===== src/rtl/io_pkg.sv =====
// io_pkg: shared constants for the memory-mapped I/O blocks.
package io_pkg;
  localparam int DATA_W = 16;
  localparam int DEFAULT_DEBOUNCE_CYCLES = 50000;
  localparam logic SEL_SW = 1'b0;
  localparam logic SEL_BTN = 1'b1;
endpackage


===== src/rtl/debouncer.sv =====
// debouncer: single-bit synchronizer, debounce counter and stable level with press pulse.
module debouncer #(
  parameter int DEBOUNCE_CYCLES = 50000,
  parameter int CNT_W = 16
) (
  input  logic clk,
  input  logic rst_n,
  input  logic din,
  output logic stab,
  output logic rise
);
  localparam logic [CNT_W-1:0] LAST = CNT_W'(DEBOUNCE_CYCLES - 1);
  logic s1_q, sync_q, stab_q, stab_d;
  logic [CNT_W-1:0] cnt_q, cnt_d;
  always_comb begin
    rise = !stab_q && sync_q && cnt_q == LAST;
    stab_d = (sync_q != stab_q && cnt_q == LAST) ? sync_q : stab_q;
    cnt_d = (sync_q == stab_q || cnt_q == LAST) ? '0 : cnt_q + 1'b1;
  end
  always_ff @(posedge clk or negedge rst_n) begin
    if (!rst_n) begin
      s1_q <= 1'b0;
      sync_q <= 1'b0;
      stab_q <= 1'b0;
      cnt_q <= '0;
    end else begin
      s1_q <= din;
      sync_q <= s1_q;
      stab_q <= stab_d;
      cnt_q <= cnt_d;
    end
  end
  assign stab = stab_q;
endmodule


===== src/rtl/input_controller.sv =====
// input_controller: switch/button input port with sticky press bits cleared by event-word reads.
module input_controller
  import io_pkg::*;
#(
  parameter int SW_WIDTH = 8,
  parameter int BTN_WIDTH = 4,
  parameter int DEBOUNCE_CYCLES = DEFAULT_DEBOUNCE_CYCLES,
  parameter int CNT_W = 16
) (
  input  logic                 clk,
  input  logic                 rst_n,
  input  logic [SW_WIDTH-1:0]  sw,
  input  logic [BTN_WIDTH-1:0] btn,
  input  logic                 re,
  input  logic                 sel,
  output logic [DATA_W-1:0]    out
);
  logic [SW_WIDTH-1:0] sw_s1_q, sw_sync_q;
  logic [BTN_WIDTH-1:0] stab, rise, pend_q, pend_d;
  logic [DATA_W-1:0] out_q, out_d;
  logic [7:0] sw_word;
  logic [3:0] stab_w, pend_w;
  logic rd_evt;
  for (genvar i = 0; i < BTN_WIDTH; i++) begin : g_btn
    debouncer #(.DEBOUNCE_CYCLES(DEBOUNCE_CYCLES), .CNT_W(CNT_W)) u_db (
      .clk(clk), .rst_n(rst_n), .din(btn[i]), .stab(stab[i]), .rise(rise[i])
    );
  end
  always_comb begin
    sw_word = '0;
    sw_word[SW_WIDTH-1:0] = sw_sync_q;
    stab_w = '0;
    stab_w[BTN_WIDTH-1:0] = stab;
    pend_w = '0;
    pend_w[BTN_WIDTH-1:0] = pend_q;
    rd_evt = re && sel == SEL_BTN;
    // a press landing on the clearing read survives to the next read
    pend_d = rd_evt ? rise : pend_q | rise;
    out_d = !re ? out_q : (sel == SEL_SW ? {8'h00, sw_word} : {8'h00, stab_w, pend_w});
  end
  always_ff @(posedge clk or negedge rst_n) begin
    if (!rst_n) begin
      sw_s1_q <= '0;
      sw_sync_q <= '0;
      pend_q <= '0;
      out_q <= '0;
    end else begin
      sw_s1_q <= sw;
      sw_sync_q <= sw_s1_q;
      pend_q <= pend_d;
      out_q <= out_d;
    end
  end
  assign out = out_q;
endmodule


===== config.mk =====
export PLATFORM = sky130hd
export DESIGN_NAME = input_controller
export DESIGN_NICKNAME = d
export VERILOG_FILES = /design/src/rtl/io_pkg.sv /design/src/rtl/debouncer.sv /design/src/rtl/input_controller.sv
export SDC_FILE = /design/constraint.sdc
export NUM_CORES = 1
export LEC_CHECK = 0
export CORE_ASPECT_RATIO = 0.8
export CORE_MARGIN = 8
export CORE_UTILIZATION = 47
export DETAILED_ROUTE_END_ITERATION = 16
export DONT_BUFFER_PORTS = 1
export PLACE_DENSITY = 0.58
export REMOVE_ABC_BUFFERS = 1
export SLEW_MARGIN = 15
export SYNTH_ARGS = -nofsm -noshare
export SYNTH_HDL_FRONTEND = slang
export SYNTH_SLANG_ARGS = --single-unit

===== constraint.sdc =====
create_clock -name clk -period 4.9 [get_ports clk]
set_input_delay 0.735 -clock clk [delete_from_list [all_inputs] [get_ports clk]]
set_output_delay 0.735 -clock clk [all_outputs]
set_load 0.02 [all_outputs]

==> summary.txt, run 1 <==
Run status
  – Status: finished, final reports clean

STA
  – Setup TNS: 0 ns
  – RSZ-0062 raised after global routing: false
  – Slew HR: 55.3%
  – Final Hold Viols: 0
  – Final Critical Period: just over 2 ns
  – Final setup viols: 0
  – Final Cycle Share: 42.1%
  – Fmax: slightly below 500 MHz
  – Hold slack final: 0.0828 ns
  – Worst slew pin tran: 0.670 ns
  – Final Max Slew Viols: 0
  – Worst clock skew: 0.00734 ns

Floorplan
  – Rows: 32
  – Placeable core region: 9530 um^2
  – Die Span Y: 104 um
  – Die X-Extent: 126 um
  – Initial core utilization: 47.8%
  – IO Pins: 32
  – Die Area: 13100 um^2

Drt
  – Initial DRC Count: around 220
  – WL per Instance: 15.0 um
  – Antenna Violating Nets Remaining: 0
  – Routed Wire Length: between 8000 and 9000 um
  – DRC: 0
  – Vias/cell: 5.32
  – Iteration count of the initial detailed-routing pass: 4
  – Via count: 2931

Layout
  – Synth-to-Final Area Change: 8.37%
  – Final #Nets: between 400 and 500
  – Ant. Diodes: 0
  – # fillers: 850
  – Final Core Density: 51.8%
  – Layout cells sized above 1: 6.48%

Yosys
  – Synth area leaders: dfrtp_1 57%, xnor2_1 8.1%, nor2_1 6.8%
  – Warnings, synthesis: 0
  – Cells after synthesis: approximately 430
  – Area leader, netlist: dfrtp_1
  – Post-synthesis xor/xnor area fraction: under 10%
  – Top FF cell, synth: dfrtp_1
  – Post-synthesis simple-gate area fraction: 21.3%
  – Mapped cell area: 4560 um^2
  – Syn Area/Cell: 10.7 um^2
  – Mux cell area share after synthesis: between 2 and 2.5%
  – EDFF count, synth: 0
  – Share of the synthesized area in the top cell type: 57.1%
  – Count leader, synth: dfrtp_1
  – Post-synthesis adder-cell area fraction: 2.20%
  – Synth Register Bits: between 100 and 150
  – Ys async rst share: 100%
  – Largest family of logic cells by synthesized area: simple AND/OR/NAND/NOR gates
  – Synth cell types: 38
  – Synth Area in Compound Gates: 2.99%
  – Commonest cells in the netlist: 104 x dfrtp_1, 82 x nor2_1, 42 x xnor2_1
  – Post-synthesis sequential area ratio: 57.1%

Power and ir drop
  – Leakage: 2.04 nW
  – PD cells: 340 nW/um^2
  – Peak supply drop: ~0.21 mV

Clock network
  – Resize count post-CTS: 0
  – CTS buffer count: 9
  – Post-CTS Setup Bufs: 0
  – Root Buffer: clkbuf_16
  – CTS Hold Bufs: 0
  – Reg clk slew, reported paths: 0.07 ns
  – Sink Count: 104
  – Clk buf depth: 2
  – H-tree Lvls: 3
  – Clock tree from TritonCTS: yes
  – Worst-Skew Late Latency: 0.35 ns

Critical path
  – CP startpoint kind: flop
  – CP required: between 5 and 6 ns
  – Worst R2R Setup Slack: 2.84 ns
  – CP Data Arrival Time: 2.27 ns
  – CP endpoint kind: flop
  – RR Endpoint: g_btn[0].u_db.cnt_q[1]
  – Crit Path Max Fanout: 15
  – R2R depth: 4
  – RR Startpoint: g_btn[0].u_db.cnt_q[12]
  – Setup CP Type: flop to flop
  – Critical path launch point: g_btn[0].u_db.cnt_q[12]

Global routing
  – Total track usage: 13.4%
  – Pin count of the biggest net entering global routing: 105
  – Initial antenna violation count: 0
  – Overflow after GRT: 0
  – Vias in the first global route: 2883
  – First-pass GRT wire length: 14100 um

Flow run
  – MaxCap Viol Count: 0

Place
  – GP Congestion: 0.794
  – Placed wire-length estimate: 5480 um
  – IO buf count: 0

Hold path
  – Type of the tightest min-delay check: input port to asynchronous set/reset pin
layout make-up:
cell class / instances / area (um^2) / area share (%)
Multi-Input combinational cell: 294 / 1810 / 36.7
Clock buffer: 11 / 253 / 5.12
Clock inverter: 4 / 52.6 / 1.06
Inverter: 19 / 71.3 / 1.44
Sequential cell: 104 / 2600 / 52.7
Tap cell: 119 / 149 / 3.01
report_power, final:
part | internal [mW] | switching [mW]
Clock | 0.423 | 0.308
Sequential | 0.882 | 0.0260
Combinational | 0.0154 | 0.0267
Total | 1.32 | 0.361
worst max-delay path: stages, from the launching register on:
cell,delay [ns]
dfrtp_1,0.44
or4_4,0.57
nor4_4,0.31
or2_1,0.49
nor2_1,0.11
stage by stage:
| step | power (mW) | instance area [um^2] | setup WS (ns) | instances |
|---|---|---|---|---|
| after floorplan | 0.954 | 4480 | 3.07 | 417 |
| after CTS | 1.70 | 4940 | 2.57 | 551 |
| after global placement | 0.965 | 4630 | 2.72 | 536 |
| final | 1.68 | 4940 | 2.84 | 551 |
| after global routing | 1.75 | 4940 | 2.70 | 551 |
| after detailed placement | 0.968 | 4630 | 2.59 | 536 |
placed cells by master (no fill, tap or decap), drive strengths merged, types with 10 or more instances in the layout:
cell    instances
a21oi          13
clkbuf         11
dfrtp         104
inv            20
nand2          16
nand3          23
nand4          16
nor2           82
nor3           15
nor4           11
xnor2          42
xor2           10
worst max path at each step:
| stage | endpoint |
|---|---|
| floorplan | g_btn[3].u_db.cnt_q[10] |
| global placement | g_btn[3].u_db.cnt_q[9] |
| detailed placement | g_btn[3].u_db.cnt_q[8] |
| CTS | g_btn[3].u_db.cnt_q[14] |
| global route | g_btn[0].u_db.cnt_q[6] |
| finish | g_btn[0].u_db.cnt_q[1] |
state kept, by name, indices dropped and copies added, names as in the netlist:
| name | flops |
|---|---|
| out | 8 |
| g_btn.u_db.cnt_q | 64 |
| g_btn.u_db.s1_q | 4 |
| pend_q | 4 |
| sw_sync_q | 8 |
| sw_s1_q | 8 |
| g_btn.u_db.sync_q | 4 |
| g_btn.u_db.stab | 4 |
layer usage:
layer	global-route usage [%]	up-vias	routed length, um
li1	-	1434	-
met1	17.9	1436	4110
met2	19.5	52	3570
met3	5.23	9	477
met4	4.37	0	103
met5	0	-	0
kinds of logic after synthesis:
kind of cell               Yosys count
buffers and inverters               35
xor gates and xnor gates            52
and+or+nand+nor                    192
DFF                                104
adders and majority gates            8
other                                1
AOI/OAI and AO/OA                   23
muxes                               11
No activity file was read; power rests on OpenSTA's default activity.
==> inputs of run 2 (changes only) <==
==> constraint.sdc (replaced) <==
create_clock -name clk -period 2.1 [get_ports clk]
set_input_delay 0.315 -clock clk [delete_from_list [all_inputs] [get_ports clk]]
set_output_delay 0.315 -clock clk [all_outputs]
set_load 0.02 [all_outputs]
==> run 2 against run 1 <==
The flow now finishes with violations (negative hold slack). Die area did not move. Final cell count rose by 3.6%. Clock skew barely moved. Utilization rose by 2.1 points. Clock power rose by 140%.
==> summary.txt, run 2 (synthesis results as in run 1) <==
Critical path
  – R2R depth: 5 (was 4)
  – Slowest stage cell on the critical path: or4_4 (unchanged)
  – Highest cell delay on the worst timing path: 0.57 ns (about the same)
  – CP endpoint kind: flop (unchanged)
  – Crit Path Max Fanout: 9 (was 15)
  – CP Data Arrival Time: 2.03 ns (was 2.27 ns)
  – CP startpoint kind: flop (unchanged)
  – RR Startpoint: g_btn[0].u_db.cnt_q[12] (unchanged)
  – RR Endpoint: g_btn[0].u_db.cnt_q[15] (was g_btn[0].u_db.cnt_q[1])
  – Setup CP Type: flop to flop (unchanged)
  – CP Cell Sequence: or4_4 > nor4_4 > or2_1 > buf_4 > a21oi_1 (was or4_4 > nor4_4 > or2_1 > nor2_1)
  – CP required: 2.32 ns (was 5.10 ns)
  – Worst R2R Setup Slack: 0.29 ns (was 2.84 ns)

STA
  – Final worst setup slack: 0.287 ns (was 2.84 ns)
  – Final setup viols: 0 (unchanged)
  – Worst clock skew: 0.00733 ns (was 0.00734 ns)
  – RSZ-0062 raised after global routing: false (unchanged)
  – Final Cycle Share: 86.4% (was 42.1%)
  – Hold slack final: -0.334 ns (was 0.0828 ns)
  – Final Critical Period: 1.81 ns (was 2.06 ns)
  – Fmax: 551 MHz (was 485 MHz)
  – Final Hold Viols: 104 (was 0)
  – Setup TNS: 0 ns (unchanged)
  – Final Max Slew Viols: 0 (unchanged)

Floorplan
  – IO Pins: 32 (unchanged)
  – Initial core utilization: 47.8% (unchanged)
  – Die Span Y: 104 um (unchanged)
  – Die X-Extent: 126 um (unchanged)
  – Rows: 32 (unchanged)
  – Die Area: 13100 um^2 (unchanged)
  – Placeable core region: 9530 um^2 (unchanged)

Clock network
  – CTS buffer count: 9 (unchanged)
  – Resize count post-CTS: 0 (unchanged)
  – Worst-Skew Late Latency: 0.35 ns (about the same)
  – Post-CTS Setup Bufs: 0 (unchanged)
  – Clock tree from TritonCTS: yes (unchanged)
  – CTS Hold Bufs: 12 (was 0)
  – H-tree Lvls: 3 (unchanged)
  – Clk buf depth: 2 (unchanged)
  – Root Buffer: clkbuf_16 (unchanged)
  – Reg clk slew, reported paths: 0.06 ns (was 0.07 ns)
  – Sink Count: 104 (unchanged)

Place
  – GP Congestion: 0.792 (was 0.794)
  – Placed wire-length estimate: 5470 um (was 5480 um)
  – Dpl ws: 0.289 ns (was 2.59 ns)
  – Placed Cells: 543 (was 536)
  – IO buf count: 0 (unchanged)

Layout
  – Fin cells: 571 (was 551)
  – # fillers: 855 (was 850)
  – Most frequent cells in the layout: 104 x dfrtp_1, 82 x nor2_1, 42 x xnor2_1 (unchanged)
  – Synth-to-Final Area Change: 12.7% (was 8.37%)
  – Ant. Diodes: 0 (unchanged)
  – Multi-input gate area: 1810 um^2 (about the same)
  – Final #Nets: 471 (was 452)
  – Layout cells sized above 1: 7.30% (was 6.48%)
  – Largest Register: g_btn.u_db.cnt_q (unchanged)
  – Max reg flops: 64 (unchanged)
  – FF/Latch Area: 2600 um^2 (unchanged)
  – Most common cell after layout, fill and taps aside: dfrtp_1 (unchanged)

Global routing
  – Vias in the first global route: 2976 (was 2883)
  – Initial antenna violation count: 0 (unchanged)
  – Pin count of the biggest net entering global routing: 105 (unchanged)
  – Total track usage: 13.4% (about the same)
  – Overflow after GRT: 0 (unchanged)
  – First-pass GRT wire length: 14300 um (was 14100 um)

Run status
  – Failing checks: negative hold slack
  – Status: finished with violations (was finished, final reports clean)

Drt
  – DRC: 0 (unchanged)
  – Initial DRC Count: 189 (was 218)
  – Antenna Violating Nets Remaining: 0 (unchanged)
  – Iteration count of the initial detailed-routing pass: 4 (unchanged)
  – Vias/cell: 5.22 (was 5.32)
  – Via count: 2978 (was 2931)
  – Routed Wire Length: 8140 um (was 8260 um)
  – WL per Instance: 14.3 um (was 15.0 um)

Power and ir drop
  – Peak supply drop: 0.469 mV (was 0.205 mV)
  – Leakage: 2.13 nW (was 2.04 nW)
  – PD cells: 782 nW/um^2 (was 340 nW/um^2)

Flow run
  – MaxCap Viol Count: 0 (unchanged)

Hold path
  – Type of the tightest min-delay check: input port to asynchronous set/reset pin (unchanged)
run 2: cell types whose count changed in the layout (fill, tap and decap cells not counted), moves of 2 or more:
cell | before | now
clkbuf_8 | 2 | 0
dlygate4sd3_1 | 0 | 12
clkbuf_1 | 0 | 2
buf_4 | 0 | 6
run 2: how the worst max path moves through the flow:
stage | endpoint | start
after detailed placement | g_btn[0].u_db.cnt_q[13] | g_btn[0].u_db.cnt_q[12]
after global placement | g_btn[0].u_db.cnt_q[15] | g_btn[0].u_db.cnt_q[12]
after CTS | g_btn[0].u_db.cnt_q[14] | g_btn[0].u_db.cnt_q[12]
after global routing | g_btn[3].u_db.stab | g_btn[3].u_db.cnt_q[0]
after floorplan | g_btn[3].u_db.cnt_q[10] | g_btn[3].u_db.cnt_q[0]
final | g_btn[0].u_db.cnt_q[15] | g_btn[0].u_db.cnt_q[12]
run 2: final cells by class:
| type | instances | area share [%] |
|---|---|---|
| clock buffer | 11 | 4.53 |
| clock inverter | 5 | 1.71 |
| inverter | 19 | 1.39 |
| multi-input combinational | 294 | 35.2 |
| sequential | 104 | 50.7 |
| tap | 119 | 2.90 |
| timing repair buffer | 19 | 3.61 |
run 2: worst max-delay path, delay by kind of cell, from the launching register on:
family | cells | cell delay, ns
and+or+nand+nor | 3 | 1.03
DFF | 1 | 0.44
buffers and inverters | 1 | 0.17
AOI/OAI and AO/OA | 1 | 0.05
run 2: layer usage:
metal  track usage, %  vias to the layer above  routed length, um  part of all wire, %
met5                0                        -                  0                    0
met4             4.88                        0                113                  1.4
met3             5.33                       10                417                  5.1
met2             19.6                       43               3550                   44
met1             17.7                     1450               4060                   50
li1                 -                     1475                  -                    -
run 2: where the power goes:
group	leakage (nW)	total, mW	internal (mW)	switching (mW)
Combinational	0.606	0.126	0.0589	0.0668
Clock	0.152	1.77	1.06	0.716
Sequential	1.37	2.12	2.06	0.0601
run 2: through the flow:
stage / power (mW) / util [%] / cell area [um^2]
3_3_place_gp: 2.26 / 49.3 / 4700
3_5_place_dp: 2.27 / 49.3 / 4700
5_1_grt: 4.19 / 53.9 / 5140
2_1_floorplan: 2.23 / - / 4480
6_report: 4.02 / 53.9 / 5140
4_1_cts: 4.09 / 53.9 / 5140
